### src/rtl/irq_arbiter_pkg.sv
// Shared definitions for the IRQ arbiter: state encoding, id/bus width,
// the reserved "none" id and the acknowledge levels.
package irq_arbiter_pkg;

    localparam int ID_W_DEF    = 8;
    localparam int IRQ_ID_NONE = 0;

    typedef logic [ID_W_DEF-1:0] irq_bus_t;

    localparam logic IRQ_ACK = 1'b1;
    localparam logic IRQ_NAK = 1'b0;

    typedef enum logic [1:0] {
        ST_IDLE    = 2'd0,
        ST_REQ     = 2'd1,
        ST_SERVICE = 2'd2
    } irq_state_e;

endpackage

### src/rtl/irq_arbiter_if.sv
// Request/acknowledge handshake between the IRQ arbiter (master) and the core (slave).
interface irq_arbiter_if
    import irq_arbiter_pkg::*;
#(
    parameter int ID_W = ID_W_DEF
);
    logic [ID_W-1:0] irq_flush_req_addr_o;
    logic            irq_acknowledge_i;
    logic            irq_done_i;
    logic            irq_busy_o;

    modport master (
        output irq_flush_req_addr_o,
        output irq_busy_o,
        input  irq_acknowledge_i,
        input  irq_done_i
    );

    modport slave (
        input  irq_flush_req_addr_o,
        input  irq_busy_o,
        output irq_acknowledge_i,
        output irq_done_i
    );
endinterface

### src/rtl/irq_prio_enc.sv
// Fixed-priority encoder: lowest set bit k yields id k+1, an empty vector yields the "none" id.
module irq_prio_enc
    import irq_arbiter_pkg::*;
#(
    parameter int NUM_IRQ = 8,
    parameter int ID_W    = ID_W_DEF
) (
    input  logic [NUM_IRQ-1:0] vec,
    output logic [ID_W-1:0]    id
);

    // Scanning downwards lets the lowest index overwrite any higher one.
    always_comb begin
        id = ID_W'(IRQ_ID_NONE);
        for (int k = NUM_IRQ - 1; k >= 0; k--) begin
            if (vec[k]) begin
                id = ID_W'(k + 1);
            end
        end
    end

endmodule

### src/rtl/irq_arbiter.sv
// Interrupt arbiter: latches sources, masks them and hands the core one request at a time.
// Build option IRQ_EDGE_DETECT_EN selects rising-edge latched sources instead of level sources.
//
// state      | meaning
// -----------+---------------------------------------------------------
// ST_IDLE    | no outstanding request, arbitrating each cycle
// ST_REQ     | id presented on the bus, held until ack or withdrawal
// ST_SERVICE | core is in the handler, waiting for done, no nesting
module irq_arbiter
    import irq_arbiter_pkg::*;
#(
    parameter int NUM_IRQ = 8,
    parameter int ID_W    = ID_W_DEF
) (
    input  logic               clk,
    input  logic               rst,
    input  logic [NUM_IRQ-1:0] irq_src_i,
    input  logic               irq_en_we_i,
    input  logic [NUM_IRQ-1:0] irq_en_data_i,
    output logic [NUM_IRQ-1:0] irq_en_o,
    output logic [NUM_IRQ-1:0] irq_pending_o,
    irq_arbiter_if.master      bus
);

    irq_state_e         state_q, state_d;
    logic [ID_W-1:0]    addr_q, addr_d, win_id;
    logic               busy_q, busy_d;
    logic [NUM_IRQ-1:0] en_q, pend, elig, served_oh;
    logic               served_en, take_ack;

    always_ff @(posedge clk or posedge rst) begin
        if (rst) begin
            en_q <= '0;
        end else if (irq_en_we_i) begin
            en_q <= irq_en_data_i;
        end
    end

`ifdef IRQ_EDGE_DETECT_EN
    logic [NUM_IRQ-1:0] src_q, pend_q;

    // A new rising edge outranks the ack-clear of the same bit.
    always_ff @(posedge clk or posedge rst) begin
        if (rst) begin
            src_q  <= '0;
            pend_q <= '0;
        end else begin
            src_q  <= irq_src_i;
            pend_q <= (pend_q & ~(served_oh & {NUM_IRQ{take_ack}})) | (irq_src_i & ~src_q);
        end
    end

    assign pend = pend_q;
`else
    assign pend = irq_src_i;
`endif

    assign elig = pend & en_q;

    irq_prio_enc #(
        .NUM_IRQ (NUM_IRQ),
        .ID_W    (ID_W)
    ) u_prio_enc (
        .vec (elig),
        .id  (win_id)
    );

    always_comb begin
        served_oh = '0;
        for (int k = 0; k < NUM_IRQ; k++) begin
            served_oh[k] = (addr_q == ID_W'(k + 1));
        end
    end

    assign served_en = |(served_oh & en_q);
    assign take_ack  = (state_q == ST_REQ) && (bus.irq_acknowledge_i == IRQ_ACK);

    always_ff @(posedge clk or posedge rst) begin
        if (rst) begin
            state_q <= ST_IDLE;
            addr_q  <= ID_W'(IRQ_ID_NONE);
            busy_q  <= 1'b0;
        end else begin
            state_q <= state_d;
            addr_q  <= addr_d;
            busy_q  <= busy_d;
        end
    end

    always_comb begin
        state_d = state_q;
        addr_d  = addr_q;
        case (state_q)
            ST_IDLE: begin
                if (elig != '0) begin
                    state_d = ST_REQ;
                    addr_d  = win_id;
                end
            end
            ST_REQ: begin
                // Ack wins over a same-cycle mask change; otherwise a masked source is withdrawn.
                if (take_ack) begin
                    state_d = ST_SERVICE;
                    addr_d  = ID_W'(IRQ_ID_NONE);
                end else if (!served_en) begin
                    state_d = ST_IDLE;
                    addr_d  = ID_W'(IRQ_ID_NONE);
                end
            end
            ST_SERVICE: begin
                if (bus.irq_done_i) begin
                    state_d = ST_IDLE;
                end
            end
            default: begin
                state_d = ST_IDLE;
                addr_d  = ID_W'(IRQ_ID_NONE);
            end
        endcase
        busy_d = (state_d == ST_SERVICE);
    end

    assign bus.irq_flush_req_addr_o = addr_q;
    assign bus.irq_busy_o           = busy_q;
    assign irq_en_o                 = en_q;
    assign irq_pending_o            = pend;

endmodule
### src/flat_wrapper.sv
// flat-port wrapper written by rule: the top's interface ports become plain ports
module irq_arbiter_flat import irq_arbiter_pkg::*;
#(
    parameter int NUM_IRQ = 8,
    parameter int ID_W    = ID_W_DEF
)
  (clk, rst, irq_src_i, irq_en_we_i, irq_en_data_i, irq_en_o, irq_pending_o, bus_irq_flush_req_addr_o, bus_irq_busy_o, bus_irq_acknowledge_i, bus_irq_done_i);
  irq_arbiter_if #(.ID_W(ID_W)) bus_i ();
  input  logic clk;
  input  logic rst;
  input  logic [NUM_IRQ-1:0] irq_src_i;
  input  logic irq_en_we_i;
  input  logic [NUM_IRQ-1:0] irq_en_data_i;
  output logic [NUM_IRQ-1:0] irq_en_o;
  output logic [NUM_IRQ-1:0] irq_pending_o;
  output wire logic [$bits(bus_i.irq_flush_req_addr_o)-1:0] bus_irq_flush_req_addr_o;
  output wire logic [$bits(bus_i.irq_busy_o)-1:0] bus_irq_busy_o;
  input wire logic [$bits(bus_i.irq_acknowledge_i)-1:0] bus_irq_acknowledge_i;
  input wire logic [$bits(bus_i.irq_done_i)-1:0] bus_irq_done_i;
  assign bus_irq_flush_req_addr_o = bus_i.irq_flush_req_addr_o;
  assign bus_irq_busy_o = bus_i.irq_busy_o;
  assign bus_i.irq_acknowledge_i = bus_irq_acknowledge_i;
  assign bus_i.irq_done_i = bus_irq_done_i;
  irq_arbiter #(.NUM_IRQ(NUM_IRQ), .ID_W(ID_W)) u_core (.clk(clk), .rst(rst), .irq_src_i(irq_src_i), .irq_en_we_i(irq_en_we_i), .irq_en_data_i(irq_en_data_i), .irq_en_o(irq_en_o), .irq_pending_o(irq_pending_o), .bus(bus_i));
endmodule
### config.mk
export PLATFORM = sky130hd
export DESIGN_NAME = irq_arbiter_flat
export DESIGN_NICKNAME = d
export VERILOG_FILES = /design/src/rtl/irq_arbiter_pkg.sv /design/src/rtl/irq_arbiter_if.sv /design/src/rtl/irq_prio_enc.sv /design/src/rtl/irq_arbiter.sv /design/src/flat_wrapper.sv
export SDC_FILE = /design/constraint.sdc
export NUM_CORES = 1
export LEC_CHECK = 0
export ABC_AREA = 0
export BUFFER_PORTS_ARGS = -buffer_cell sky130_fd_sc_hd__buf_2
export CORE_AREA = 8 8 58 60
export DETAILED_ROUTE_END_ITERATION = 8
export DIE_AREA = 0 0 66 68
export MAX_ROUTING_LAYER = met4
export PLACE_DENSITY_LB_ADDON = 0.15
export SETUP_SLACK_MARGIN = 0.5
export SYNTH_ARGS = -nofsm -noshare
export SYNTH_HDL_FRONTEND = slang
export SYNTH_HIERARCHICAL = 1
export SYNTH_SLANG_ARGS = --single-unit
### constraint.sdc
create_clock -name clk -period 1.67 [get_ports clk]
set_input_delay 0.334 -clock clk [delete_from_list [all_inputs] [get_ports clk]]
set_output_delay 0.334 -clock clk [all_outputs]
set_load 0.005 [all_outputs]
# Yosys cells after proc, flatten, opt, wreduce, memory -nomap -nowiden
# Cells that the tools add are included.
[classes] n_reduce_logical=5 eq_ne=13 bitwise=3 n_mux=17
[op_table] cell="2-to-1 mux 8 bit" count=10
[op_table] cell="equality test 8 x 3 -> 1 bit, second input constant" count=4
[op_table] cell="one-hot mux 8 bit (3 select lines)" count=1
[op_table] cell="AND 8 bit" count=2
[op_table] cell="equality test 8 x 2 -> 1 bit, second input constant" count=2
[op_table] cell="equality test 8 x 1 -> 1 bit, second input constant" count=1
[op_table] cell="equality test 8 x 4 -> 1 bit, second input constant" count=1
[op_table] cell="2-to-1 mux 2 bit" count=4
[op_table] cell="nonzero test 8 bit" count=1
[op_table] cell="OR reduction 8 bit" count=1
[op_table] cell="one-hot mux 2 bit (3 select lines)" count=1
[op_table] cell="equality test 2 bit, second input constant" count=2
[op_table] cell="2-to-1 mux 4 bit" count=1
[op_table] cell="!= test 3 bit, second input constant" count=1
[op_table] cell="AND reduction 3 bit" count=1
[op_table] cell="equality test 2 x 1 -> 1 bit, second input constant" count=1
[op_table] cell="zero test 2 bit" count=1
[op_table] cell="!= test 2 x 1 -> 1 bit, second input constant" count=1
[op_table] cell="logical AND 1 bit" count=1
[op_table] cell="inverter 1 bit" count=1
[totals] inputBits=21 out_inout_bits=25 register_bits=19

# Longest topological paths before layout
# Gate-level depths: netlist of the first run.
[depth] ltp_word=11 mapped_depth=7

# Modules after synthesis
# The synthesis of the first run kept the hierarchy.
[by_module_without_submodules] module="irq_arbiter" instances=1 cells_per_inst=96 area_each_um2=1018.5
[by_module_without_submodules] module="irq_prio_enc" instances=1 cells_per_inst=17 area_each_um2=105.1

# Worst setup path before layout of the first run
# Ideal clock, no wire load.
[synth_path] kind="register to register" startpoint="register u_core.en_q[2], in the netlist u_core/irq_en_o[2]" endpoint="register u_core.addr_q[2], in the netlist u_core/bus.irq_flush_req_addr_o[2]" setup_ns=0.129 t_required_ns=1.541 n_path_buf=1 arrival_time_ns=1.419 path_stages_with_launch=7 path_slack_ns=0.121 cell_sequence="dfrtp_1 and2_4 nor4_1 a41o_1 buf_6 mux2i_1 o2bb2ai_1"
[synth_between] elab_chain_len=6
[synth_lines] element="start: declaration" line_no="irq_arbiter.sv:28" text="logic [NUM_IRQ-1:0] en_q, pend, elig, served_oh;"
[synth_lines] element="start signal: assignment" line_no="irq_arbiter.sv:35" text="en_q <= irq_en_data_i;"
[synth_lines] element="AND 8 bit (*)" line_no="irq_arbiter.sv:58" text="assign elig = pend & en_q;"
[synth_lines] element="named net u_core.elig[2]" line_no="irq_arbiter.sv:28"
[synth_lines] element="2-to-1 mux 8 bit (3 in a row)" line_no="irq_prio_enc.sv:16" text="if (vec[k]) begin"
[synth_lines] element="2-to-1 mux 8 bit" line_no="irq_arbiter.sv:95" text="if (elig != '0) begin"
[synth_lines] element="one-hot mux 8 bit (3 select lines)" line_no="irq_arbiter.sv:93" text="case (state_q)"
[synth_lines] element="end signal: assignment" line_no="irq_arbiter.sv:81" text="addr_q <= ID_W'(IRQ_ID_NONE);"
[synth_lines] element="end signal: assignment" line_no="irq_arbiter.sv:85" text="addr_q <= addr_d;"
[synth_lines] element="end: declaration" line_no="irq_arbiter.sv:26" text="logic [ID_W-1:0] addr_q, addr_d, win_id;"
# The timed path passes the listed nets; every way through them passes the cells marked *. The select of a mux whose other input is x is not followed.
# A chain may end at the register's enable or synchronous reset.

# Worst setup path in the final report of the first run
[layout_path] startpoint="register u_core.en_q[2], in the netlist u_core/irq_en_o[2]" endpoint="register u_core.addr_q[0], in the netlist u_core/bus.irq_flush_req_addr_o[0]"
# The elaborated chain is that of the path after synthesis.

==> load_flow_metrics.sql, run 1 <==
INSERT INTO impl_metrics (metric_group, metric, value, unit) VALUES
('run_status', 'run_status', 'completed', ''),
('global_route', 'grt_pass1_wl', '4.91', 'mm'),
('placement', 'pre_cts_ws', '-0.0333', 'ns'),
('yosys', 'synth-warning-count', '6', ''),
('floorplanning', 'floorplan.die.width', '66', 'µm'),
('yosys', 'ys_top_cells_by_count', '19 x dfrtp_1, 12 x buf_4, 10 x nand2_1, 8 x a21oi_1, 8 x mux2_2', ''),
('detailed_routing', 'routed-wl-met3', '114', 'µm'),
('sta', 'fmax', '0.626', 'GHz'),
('detailed_routing', 'dr.first_iter.drc_count', '45', ''),
('detailed_routing', 'wl_met2', '1.69', 'mm'),
('detailed_routing', 'firstDrtPassIters', '4', ''),
('power', 'p_leak', '0.838', 'nW'),
('sta', 'min_period_over_period', '95.7', '%'),
('yosys', 'post-synth-top-count-cell', 'dfrtp_1', ''),
('sta', 'drv_slew', '0', ''),
('placement', 'port_buffers', '45', ''),
('yosys', 'synthesis.area', '1120', 'µm²'),
('placement', 'gpl.final_weighted_congestion', '0.829', ''),
('placement', 'dpl.hpwl', '2.14', 'mm'),
('floorplanning', 'ioPinCount', '46', ''),
('detailed_routing', 'route.detailed.drc', '0', ''),
('final_layout', 'final_area', '1660', 'µm²'),
('sta', 'final_critical_delay_including_setup_and_external_delays', '1.60', 'ns'),
('worst_setup_path', 'worstSetupPathType', 'reg -> reg', ''),
('clock_network', 'worst_skew_pair.late_latency', '0.31', 'ns'),
('clock_network', 'clock-sinks', '19', ''),
('clock_network', 'cts_max_path_buffers', '2', ''),
('final_layout', 'post_route_cells_drive_above_1_share', '62.5', '%'),
('final_layout', 'multi_input_logic_area', '628', 'µm²'),
('power', 'power-per-cell-area', '1290', 'nW/µm²'),
('worst_setup_path', 'crit_required', '1.86', 'ns'),
('sta', 'finClkSkew', '0.0147', 'ns'),
('power', 'power_frac_seq', '34.5', '%'),
('final_layout', 'num-fill-cells', '241', ''),
('final_layout', 'final_standard_cell_utilization_of_the_core', '64.7', '%'),
('yosys', 'synthesis.area_per_instance', '9.94', 'µm²'),
('clock_network', 'cts-root-buf', 'clkbuf_4', ''),
('final_layout', 'flow.area_growth_from_synthesis', '47.9', '%'),
('floorplanning', 'area_inside_the_core_boundary', '2570', 'µm²'),
('yosys', 'netlist_instances', '113', ''),
('power', 'ir_worst_vdd', '0.894', 'mV'),
('yosys', 'async_flop_share', '100', '%'),
('sta', 'final-setup-viol-count', '0', ''),
('yosys', 'synth_seq_cells', '19', ''),
('global_route', 'globalRoute.totalOverflow', '0', ''),
('worst_setup_path', 'critPathLaunchType', 'flop', ''),
('power', 'clock_power_share', '11.5', '%'),
('clock_network', 'clkSlewWorstSetupHoldPaths', '0.13', 'ns'),
('detailed_routing', 'ant_nets', '0', ''),
('worst_setup_path', 'cp-end-kind', 'flop', ''),
('final_layout', 'seqCellArea', '480', 'µm²'),
('detailed_routing', 'top_layer', 'met4', ''),
('detailed_routing', 'routed_wire_length_per_instance', '16.1', 'µm'),
('detailed_routing', 'route.final.wire_length', '3.33', 'mm'),
('floorplanning', 'placementRows', '19', ''),
('worst_setup_path', 'rrSetupSlack', '0.07', 'ns'),
('global_route', 'maximum_number_of_pins_on_one_net_before_global_route_repair', '20', ''),
('clock_network', 'clock_tree.htree_level_count', '1', ''),
('worst_setup_path', 'cp_data_arrival_time', '1.79', 'ns'),
('yosys', 'synth.area.top_cells', 'dfrtp_1 42%, buf_4 8.0%, mux2_2 8.0%', ''),
('final_layout', 'antenna_cells', '0', ''),
('worst_setup_path', 'worstPathMaxFanout', '6', ''),
('yosys', 'synth_top_flop_cell', 'dfrtp_1', ''),
('sta', 'layout_setup_ws', '0.0717', 'ns'),
('global_route', 'track_usage', '14.3', '%'),
('yosys', 'netlist.top_cell.by_area', 'dfrtp_1', ''),
('global_route', 'grt_antenna_before_repair', '0', ''),
('power', 'power.combinational.fraction', '54.0', '%'),
('yosys', 'synth_cell_types', '29', ''),
('floorplanning', 'initial_core_util', '43.8', '%'),
('clock_network', 'cts_tree', 'done', '');
[state kept, by name, summed over array words and instances (netlist names)]
register	flops
u_core/bus.irq_flush_req_addr_o	8
u_core/irq_en_o	8
u_core/bus.irq_busy_o	1
u_core/state_q	2
[layout make-up]
| class | instances | area share (%) |
|---|---|---|
| Timing Repair Buffer | 71 | 28.2 |
| Inverter | 5 | 1.13 |
| Multi-Input combinational cell | 77 | 37.8 |
| Tap cell | 31 | 2.33 |
| Sequential cell | 19 | 28.9 |
| Clock buffer | 3 | 1.36 |
| Clock inverter | 1 | 0.301 |
[power by group through the flow]
stage               clock network, mW  logic, mW  registers, mW
finish                          0.247       1.16          0.742
global route                    0.279       1.24          0.766
CTS                             0.252      0.952          0.733
detailed placement                  0      0.667          0.747
global placement                    0      0.661          0.744
floorplan                           0      0.419          0.727
[kinds of logic (layout without fill, tap and decap cells)]
family | Yosys count | count (layout) | share of synthesized area (%)
AND/OR/NAND/NOR | 42 | 42 | 22.9
AO/OA/AOI/OAI | 18 | 18 | 10.6
multiplexers | 13 | 13 | 12.5
flip-flops | 19 | 19 | 42.3
buffers and inverters | 20 | 80 | 11.4
other | 1 | 4 | 0.334
[timing repair]
| item | CTS | global route |
|---|---|---|
| hold buffers | 0 | 0 |
| gates cloned | 0 | 0 |
| endpoints found under the setup margin | 25 | 26 |
| resized for setup | 18 | 12 |
| buffers inserted | 11 | 11 |
| endpoints found under the hold margin | 0 | 0 |
| pin swaps | 6 | 4 |
[per-layer routing]
layer / global-route usage [%] / up-vias
li1: - / 510
met3: 2.78 / 6
met1: 16.6 / 517
met2: 25.0 / 34
met4: 3.73 / 0
met5: - / -
[path summary, 6_finish.rpt]
check | endpoint | from | cells past startpoint
worst max-delay path | u_core/bus.irq_flush_req_addr_o[0] | u_core/irq_en_o[2] | 6
worst min register to register | u_core/irq_en_o[6] | u_core/irq_en_o[6] | 1
worst max register to register | u_core/bus.irq_flush_req_addr_o[0] | u_core/irq_en_o[2] | 6
min in group clk | u_core/irq_en_o[3] | irq_en_data_i[3] | 2
worst min-delay path | u_core/irq_en_o[3] | rst | 3
max in group asynchronous | u_core/bus.irq_flush_req_addr_o[0] | rst | 3
[cell usage in the layout, fill, tap and decap left out, types with 4 or more instances in the layout]
cell type and count:
dfrtp_2 4, mux2_2 8, inv_1 5, dfrtp_1 15
nor2_1 5, a21oi_2 5, buf_2 42, conb_1 4
buf_4 23, nand3b_1 7, nand2_1 7, mux2i_1 5
buf_6 4, o2bb2ai_1 4, and2_4 4
[stage by stage]
| step | hold WS [ns] | total power, mW | setup TNS, ns | cells |
|---|---|---|---|---|
| after floorplan | 0.285 | 1.15 | 0 | 116 |
| after global placement | 0.362 | 1.40 | 0 | 181 |
| after detailed placement | 0.370 | 1.41 | -0.102 | 181 |
| after CTS | 0.0254 | 1.94 | 0 | 196 |
| after global routing | 0.0591 | 2.29 | 0 | 207 |
| final | 0.0157 | 2.15 | 0 | 207 |
[critical path, cell delays in order, from the launching register on]
cell and delay [ns]:
dfrtp_1 0.40, and2_4 0.15, nor4_4 0.28, a41o_1 0.25, buf_12 0.14, mux2i_1 0.19, o2bb2ai_1 0.09
(Power assumes the default switching activity.)
==> inputs of run 2 (changes only) <==
==> constraint.sdc (replaced) <==
create_clock -name clk -period 1.67 [get_ports clk]
set_input_delay 0.501 -clock clk [delete_from_list [all_inputs] [get_ports clk]]
set_output_delay 0.501 -clock clk [all_outputs]
set_load 0.005 [all_outputs]
==> run 2 against run 1 <==
Net effect:
- combinational power is 13% lower
- largest cell class unchanged
- maximum frequency is 2.1% higher
- first-iteration DRC count is 29% higher
- sequential share of layout area is 1.3 points lower
- wire length is 2.3% higher
- non-clock buffer count is 1 higher
- clock skew is 0.0055 ns lower
- largest power group unchanged
- count of clock-buffer cells in the layout is 1 higher
- core utilization is 2.8 points higher
- worst setup slack better by 0.032 ns
- highest routed layer unchanged
- register-to-register slack better by 0.03 ns
==> load_flow_metrics.sql, run 2 (synthesis results as in run 1) <==
INSERT INTO impl_metrics (metric_group, metric, value, unit) VALUES
('global_route', 'grt_pass1_wl', '4.96', 'mm'),
('clock_network', 'clkSlewWorstSetupHoldPaths', '0.11', 'ns'),
('floorplanning', 'area_inside_the_core_boundary', '2570', 'µm²'),
('placement', 'gpl.final_weighted_congestion', '0.807', ''),
('final_layout', 'post_route_cells_drive_above_1_share', '59.3', '%'),
('worst_setup_path', 'cp_data_arrival_time', '1.73', 'ns'),
('detailed_routing', 'route.detailed.drc', '0', ''),
('sta', 'final-setup-viol-count', '0', ''),
('final_layout', 'multi_input_logic_area', '599', 'µm²'),
('clock_network', 'cts_max_path_buffers', '2', ''),
('sta', 'drv_slew', '0', ''),
('final_layout', 'final_area', '1730', 'µm²'),
('clock_network', 'cts-root-buf', 'clkbuf_4', ''),
('floorplanning', 'ioPinCount', '46', ''),
('sta', 'grt_setup_unrepaired', 'true', ''),
('detailed_routing', 'routed_wire_length_per_instance', '16.4', 'µm'),
('sta', 'worst_hold_slack', '0.209', 'ns'),
('final_layout', 'num-fill-cells', '199', ''),
('power', 'power-per-cell-area', '1150', 'nW/µm²'),
('final_layout', 'final_cell_mix', '26 x buf_2, 22 x buf_6, 21 x buf_4, 16 x dfrtp_1, 8 x mux2_2', ''),
('sta', 'totalNegativeSetupSlack', '0', 'ns'),
('final_layout', 'antenna_cells', '0', ''),
('final_layout', 'num-nets-final', '199', ''),
('placement', 'place_inst', '190', ''),
('floorplanning', 'floorplan.die.width', '66', 'µm'),
('clock_network', 'worst_skew_pair.late_latency', '0.29', 'ns'),
('clock_network', 'clock-sinks', '19', ''),
('detailed_routing', 'detailroute.via_count', '1065', ''),
('sta', 'finClkSkew', '0.00914', 'ns'),
('placement', 'post_dp_cell_area', '1390', 'µm²'),
('placement', 'port_buffers', '45', ''),
('final_layout', 'final_standard_cell_utilization_of_the_core', '67.5', '%'),
('global_route', 'maximum_number_of_pins_on_one_net_before_global_route_repair', '20', ''),
('power', 'total_power', '1.99', 'mW'),
('final_layout', 'seqCellArea', '479', 'µm²'),
('detailed_routing', 'route.final.wire_length', '3.40', 'mm'),
('global_route', 'globalRoute.totalOverflow', '0', ''),
('sta', 'min_period_over_period', '93.8', '%'),
('floorplanning', 'floorplan.die.height', '68', 'µm'),
('detailed_routing', 'via_per_inst', '5.12', ''),
('power', 'p_leak', '0.846', 'nW'),
('sta', 'final_critical_delay_including_setup_and_external_delays', '1.57', 'ns'),
('final_layout', 'layout_commonest_cell', 'buf_2', ''),
('worst_setup_path', 'crit_required', '1.84', 'ns'),
('floorplanning', 'initial_core_util', '43.8', '%'),
('placement', 'dpl.hpwl', '2.30', 'mm'),
('clock_network', 'cts_tree', 'done', ''),
('hold_path', 'hold_class', 'in -> async', ''),
('detailed_routing', 'ant_nets', '0', ''),
('worst_setup_path', 'worstPathMaxFanout', '5', ''),
('global_route', 'grt_antenna_before_repair', '0', ''),
('sta', 'hold_viol_final', '0', ''),
('worst_setup_path', 'critPathLaunchType', 'flop', ''),
('global_route', 'track_usage', '14.6', '%'),
('detailed_routing', 'firstDrtPassIters', '4', ''),
('floorplanning', 'placementRows', '19', ''),
('sta', 'fmax', '0.638', 'GHz'),
('floorplanning', 'dieArea', '4490', 'µm²'),
('worst_setup_path', 'worstSetupPathType', 'reg -> reg', ''),
('placement', 'pre_cts_ws', '-0.206', 'ns'),
('global_route', 'grt_pass1_vias', '1039', ''),
('flow_run', 'cap_violations', '0', ''),
('final_layout', 'flow.area_growth_from_synthesis', '54.2', '%'),
('power', 'ir_worst_vdd', '0.856', 'mV'),
('worst_setup_path', 'cp-end-kind', 'flop', ''),
('sta', 'layout_setup_ws', '0.104', 'ns'),
('final_layout', 'finish.cell_count_without_fillers', '208', ''),
('clock_network', 'cts-buffers-inserted', '3', ''),
('run_status', 'run_status', 'completed', ''),
('detailed_routing', 'dr.first_iter.drc_count', '58', ''),
('clock_network', 'clock_tree.htree_level_count', '1', '');
[run 2: cell count changes in the layout (fill, tap and decap cells not counted), sizes merged]
cell,previous run,this run
clkbuf,3,5
clkinv,1,0
[run 2: path summary, 6_finish.rpt]
check	start	endpoint	slack (ns)	depth (start not counted)
setup / recovery	u_core/irq_en_o[2]	u_core/bus.irq_flush_req_addr_o[3]	0.10	5
max in group asynchronous	rst	u_core/bus.irq_flush_req_addr_o[2]	1.23	3
min in group clk	irq_en_data_i[1]	u_core/irq_en_o[1]	0.43	2
hold reg to reg	u_core/irq_en_o[1]	u_core/irq_en_o[1]	0.61	1
setup reg to reg	u_core/irq_en_o[2]	u_core/bus.irq_flush_req_addr_o[3]	0.10	5
hold / removal	rst	u_core/irq_en_o[1]	0.21	3
[run 2: final cells by class]
class | instances | area share (%)
Timing Repair Buffer | 72 | 32.9
Clock buffer | 4 | 1.52
Multi-Input combinational cell | 77 | 34.6
Tap cell | 31 | 2.24
Sequential cell | 19 | 27.7
Inverter | 5 | 1.08
[run 2: worst max-delay path, stage by stage, from the launching register on]
cell,delay (ns)
dfrtp_1,0.40
and2_4,0.16
nor4_4,0.26
a41o_2,0.30
mux2i_1,0.23
o2bb2ai_1,0.09
[run 2: where the power goes]
group	internal, mW	total (mW)	switching (mW)
registers	0.592	0.756	0.164
clock network	0.0927	0.225	0.133
logic	0.584	1.01	0.425
[run 2: what timing repair did]
action | in CTS | in global routing
hold buffers | 0 | 0
pin swaps | 5 | 10
endpoints found under the setup margin | 34 | 34
buffers inserted | 6 | 8
resized for setup | 29 | 16
[run 2: per-layer routing]
metal  vias to the layer above  track usage, %  routed length (µm)
met2                        46            23.0                1740
met4                         0            6.13                  51
met1                       502            18.4                1430
met5                         -               -                   0
met3                         4            2.29                 178
li1                        513               -                   -
==> inputs of run 3 (changes only) <==
--- a/config.mk
+++ b/config.mk
@@ -7,9 +7,9 @@
 export LEC_CHECK = 0
 export ABC_AREA = 0
 export BUFFER_PORTS_ARGS = -buffer_cell sky130_fd_sc_hd__buf_2
-export CORE_AREA = 8 8 58 60
+export CORE_AREA = 2 2 52 54
 export DETAILED_ROUTE_END_ITERATION = 8
-export DIE_AREA = 0 0 66 68
+export DIE_AREA = 0 0 54 56
 export MAX_ROUTING_LAYER = met4
 export PLACE_DENSITY_LB_ADDON = 0.15
 export SETUP_SLACK_MARGIN = 0.5
==> run 3 against run 2 <==
Net effect:
- global-route usage rose by 8.2 points
- first-iteration DRC count fell by 81%
- final cell count rose by 2.4%
- largest cell class is now non-clock buffers
==> load_flow_metrics.sql, run 3 (synthesis results as in run 1) <==
INSERT INTO impl_metrics (metric_group, metric, value, unit) VALUES
('clock_network', 'cts_hold_buffers', '0', ''),
('detailed_routing', 'firstDrtPassIters', '4', ''),
('global_route', 'maximum_number_of_pins_on_one_net_before_global_route_repair', '20', ''),
('global_route', 'grt_antenna_before_repair', '0', ''),
('floorplanning', 'placementRows', '18', ''),
('detailed_routing', 'route.detailed.drc', '0', ''),
('placement', 'post_dp_cell_area', '1380', 'µm²'),
('sta', 'worst_hold_slack', '0.205', 'ns'),
('sta', 'fmax', '0.621', 'GHz'),
('clock_network', 'cts_tree', 'done', ''),
('clock_network', 'cts_max_path_buffers', '2', ''),
('floorplanning', 'ioPinCount', '46', ''),
('flow_run', 'cap_violations', '0', ''),
('sta', 'finClkSkew', '0.00384', 'ns'),
('power', 'p_leak', '0.866', 'nW'),
('power', 'netSwitchingPower', '729', 'µW'),
('clock_network', 'worst_skew_pair.late_latency', '0.30', 'ns'),
('floorplanning', 'floorplan.die.height', '56', 'µm'),
('power', 'swShare', '35.0', '%'),
('placement', 'dpl.hpwl', '2.02', 'mm'),
('clock_network', 'clock-sinks', '19', ''),
('clock_network', 'clock_tree.htree_level_count', '1', ''),
('floorplanning', 'area_inside_the_core_boundary', '2430', 'µm²'),
('placement', 'port_buffers', '45', ''),
('power', 'power-per-cell-area', '1180', 'nW/µm²'),
('power', 'power_frac_seq', '36.3', '%'),
('detailed_routing', 'ant_nets', '0', ''),
('clock_network', 'cts-root-buf', 'clkbuf_4', ''),
('hold_path', 'hold_class', 'in -> async', ''),
('worst_setup_path', 'worstPathMaxFanout', '8', ''),
('worst_setup_path', 'worstSetupPathType', 'reg -> reg', ''),
('sta', 'final-setup-viol-count', '0', ''),
('power', 'ir_worst_vdd', '0.765', 'mV'),
('sta', 'final_critical_delay_including_setup_and_external_delays', '1.61', 'ns'),
('placement', 'pre_cts_ws', '-0.168', 'ns'),
('detailed_routing', 'via_per_inst', '5.12', ''),
('global_route', 'globalRoute.totalOverflow', '0', ''),
('detailed_routing', 'dr.first_iter.drc_count', '11', ''),
('worst_setup_path', 'critPathLaunchType', 'flop', ''),
('power', 'total_power', '2.08', 'mW'),
('floorplanning', 'floorplan.die.width', '54', 'µm'),
('global_route', 'grt_pass1_vias', '1138', ''),
('detailed_routing', 'detailroute.via_count', '1091', ''),
('sta', 'hold_viol_final', '0', ''),
('run_status', 'run_status', 'completed', ''),
('detailed_routing', 'route.final.wire_length', '3.12', 'mm'),
('global_route', 'track_usage', '22.9', '%'),
('floorplanning', 'dieArea', '3020', 'µm²'),
('sta', 'min_period_over_period', '96.4', '%'),
('global_route', 'grt_pass1_wl', '5.06', 'mm'),
('worst_setup_path', 'cp-end-kind', 'flop', ''),
('floorplanning', 'initial_core_util', '46.2', '%'),
('worst_setup_path', 'crit_required', '1.85', 'ns'),
('power', 'power.combinational.fraction', '52.0', '%'),
('worst_setup_path', 'cp_data_arrival_time', '1.79', 'ns'),
('placement', 'gpl.final_weighted_congestion', '0.880', ''),
('final_layout', 'antenna_cells', '0', ''),
('power', 'clock_power_share', '11.7', '%'),
('final_layout', 'layout_commonest_cell', 'buf_4', ''),
('clock_network', 'clkSlewWorstSetupHoldPaths', '0.11', 'ns'),
('final_layout', 'flow.area_growth_from_synthesis', '57.1', '%'),
('sta', 'layout_setup_ws', '0.0600', 'ns'),
('sta', 'drv_slew', '0', ''),
('final_layout', 'num-nets-final', '205', ''),
('sta', 'grt_setup_unrepaired', 'true', ''),
('detailed_routing', 'routed_wire_length_per_instance', '14.7', 'µm'),
('clock_network', 'cts-buffers-inserted', '3', ''),
('final_layout', 'post_route_cells_drive_above_1_share', '59.6', '%'),
('final_layout', 'final_area', '1770', 'µm²'),
('final_layout', 'final_cell_mix', '28 x buf_4, 25 x buf_2, 24 x buf_6, 15 x dfrtp_1, 9 x nand2_1', ''),
('power', 'cell_internal_pwr', '1.35', 'mW');
[run 3: worst paths after layout]
path	startpoint	endpoint	slack, ns	cells past startpoint
worst max register to register	u_core/irq_en_o[6]	u_core/bus.irq_flush_req_addr_o[2]	0.06	6
max in group asynchronous	rst	u_core/bus.irq_flush_req_addr_o[0]	1.24	3
worst min-delay path	rst	u_core/irq_en_o[4]	0.20	3
worst max-delay path	u_core/irq_en_o[6]	u_core/bus.irq_flush_req_addr_o[2]	0.06	6
worst min register to register	u_core/bus.irq_flush_req_addr_o[4]	u_core/bus.irq_flush_req_addr_o[4]	0.56	2
min in group clk	irq_en_data_i[4]	u_core/irq_en_o[4]	0.42	2
[run 3: stage by stage]
step           utilization [%]  std cells  TNS (ns)
6_report                  72.6        213         0
5_1_grt                   72.6        213   -0.0108
3_3_place_gp              56.6        186    -0.459
2_1_floorplan                -        116         0
4_1_cts                   68.0        205         0
3_5_place_dp              56.6        186    -0.781
[run 3: final cells by class]
type                    instances  area, µm²
fillers                       188        667
multi-input cells              77        577
repair buffers                 78        626
well taps                      30       37.5
flip-flops and latches         19        480
inverters                       5       18.8
clock buffers                   4       26.3
[run 3: routing by layer]
layer,up-vias,global-route usage [%],wire length [µm]
met4,0,6.43,63
met1,525,28.7,1310
li1,526,-,-
met5,-,-,0
met3,7,2.42,144
met2,33,38.2,1610
[run 3: power groups by stage]
stage | sequential, mW | clock [mW] | combinational [mW]
5_1_grt | 0.783 | 0.273 | 1.18
2_1_floorplan | 0.727 | 0 | 0.418
6_report | 0.757 | 0.244 | 1.08
3_5_place_dp | 0.778 | 0 | 0.679
4_1_cts | 0.748 | 0.243 | 0.942
3_3_place_gp | 0.768 | 0 | 0.661
[run 3: critical path, stage by stage (launching register included)]
cell and delay, ns:
dfrtp_1 0.39, and2_4 0.15, nor4_2 0.26, a41o_1 0.25, buf_12 0.14, mux2i_1 0.22
o2bb2ai_1 0.09
[run 3: what timing repair did]
item | in CTS | in global routing
pin swaps | 6 | 7
gates resized for setup | 29 | 14
buffers inserted | 15 | 8
endpoints found under the setup margin | 34 | 34
endpoints found under the hold margin | 0 | 0
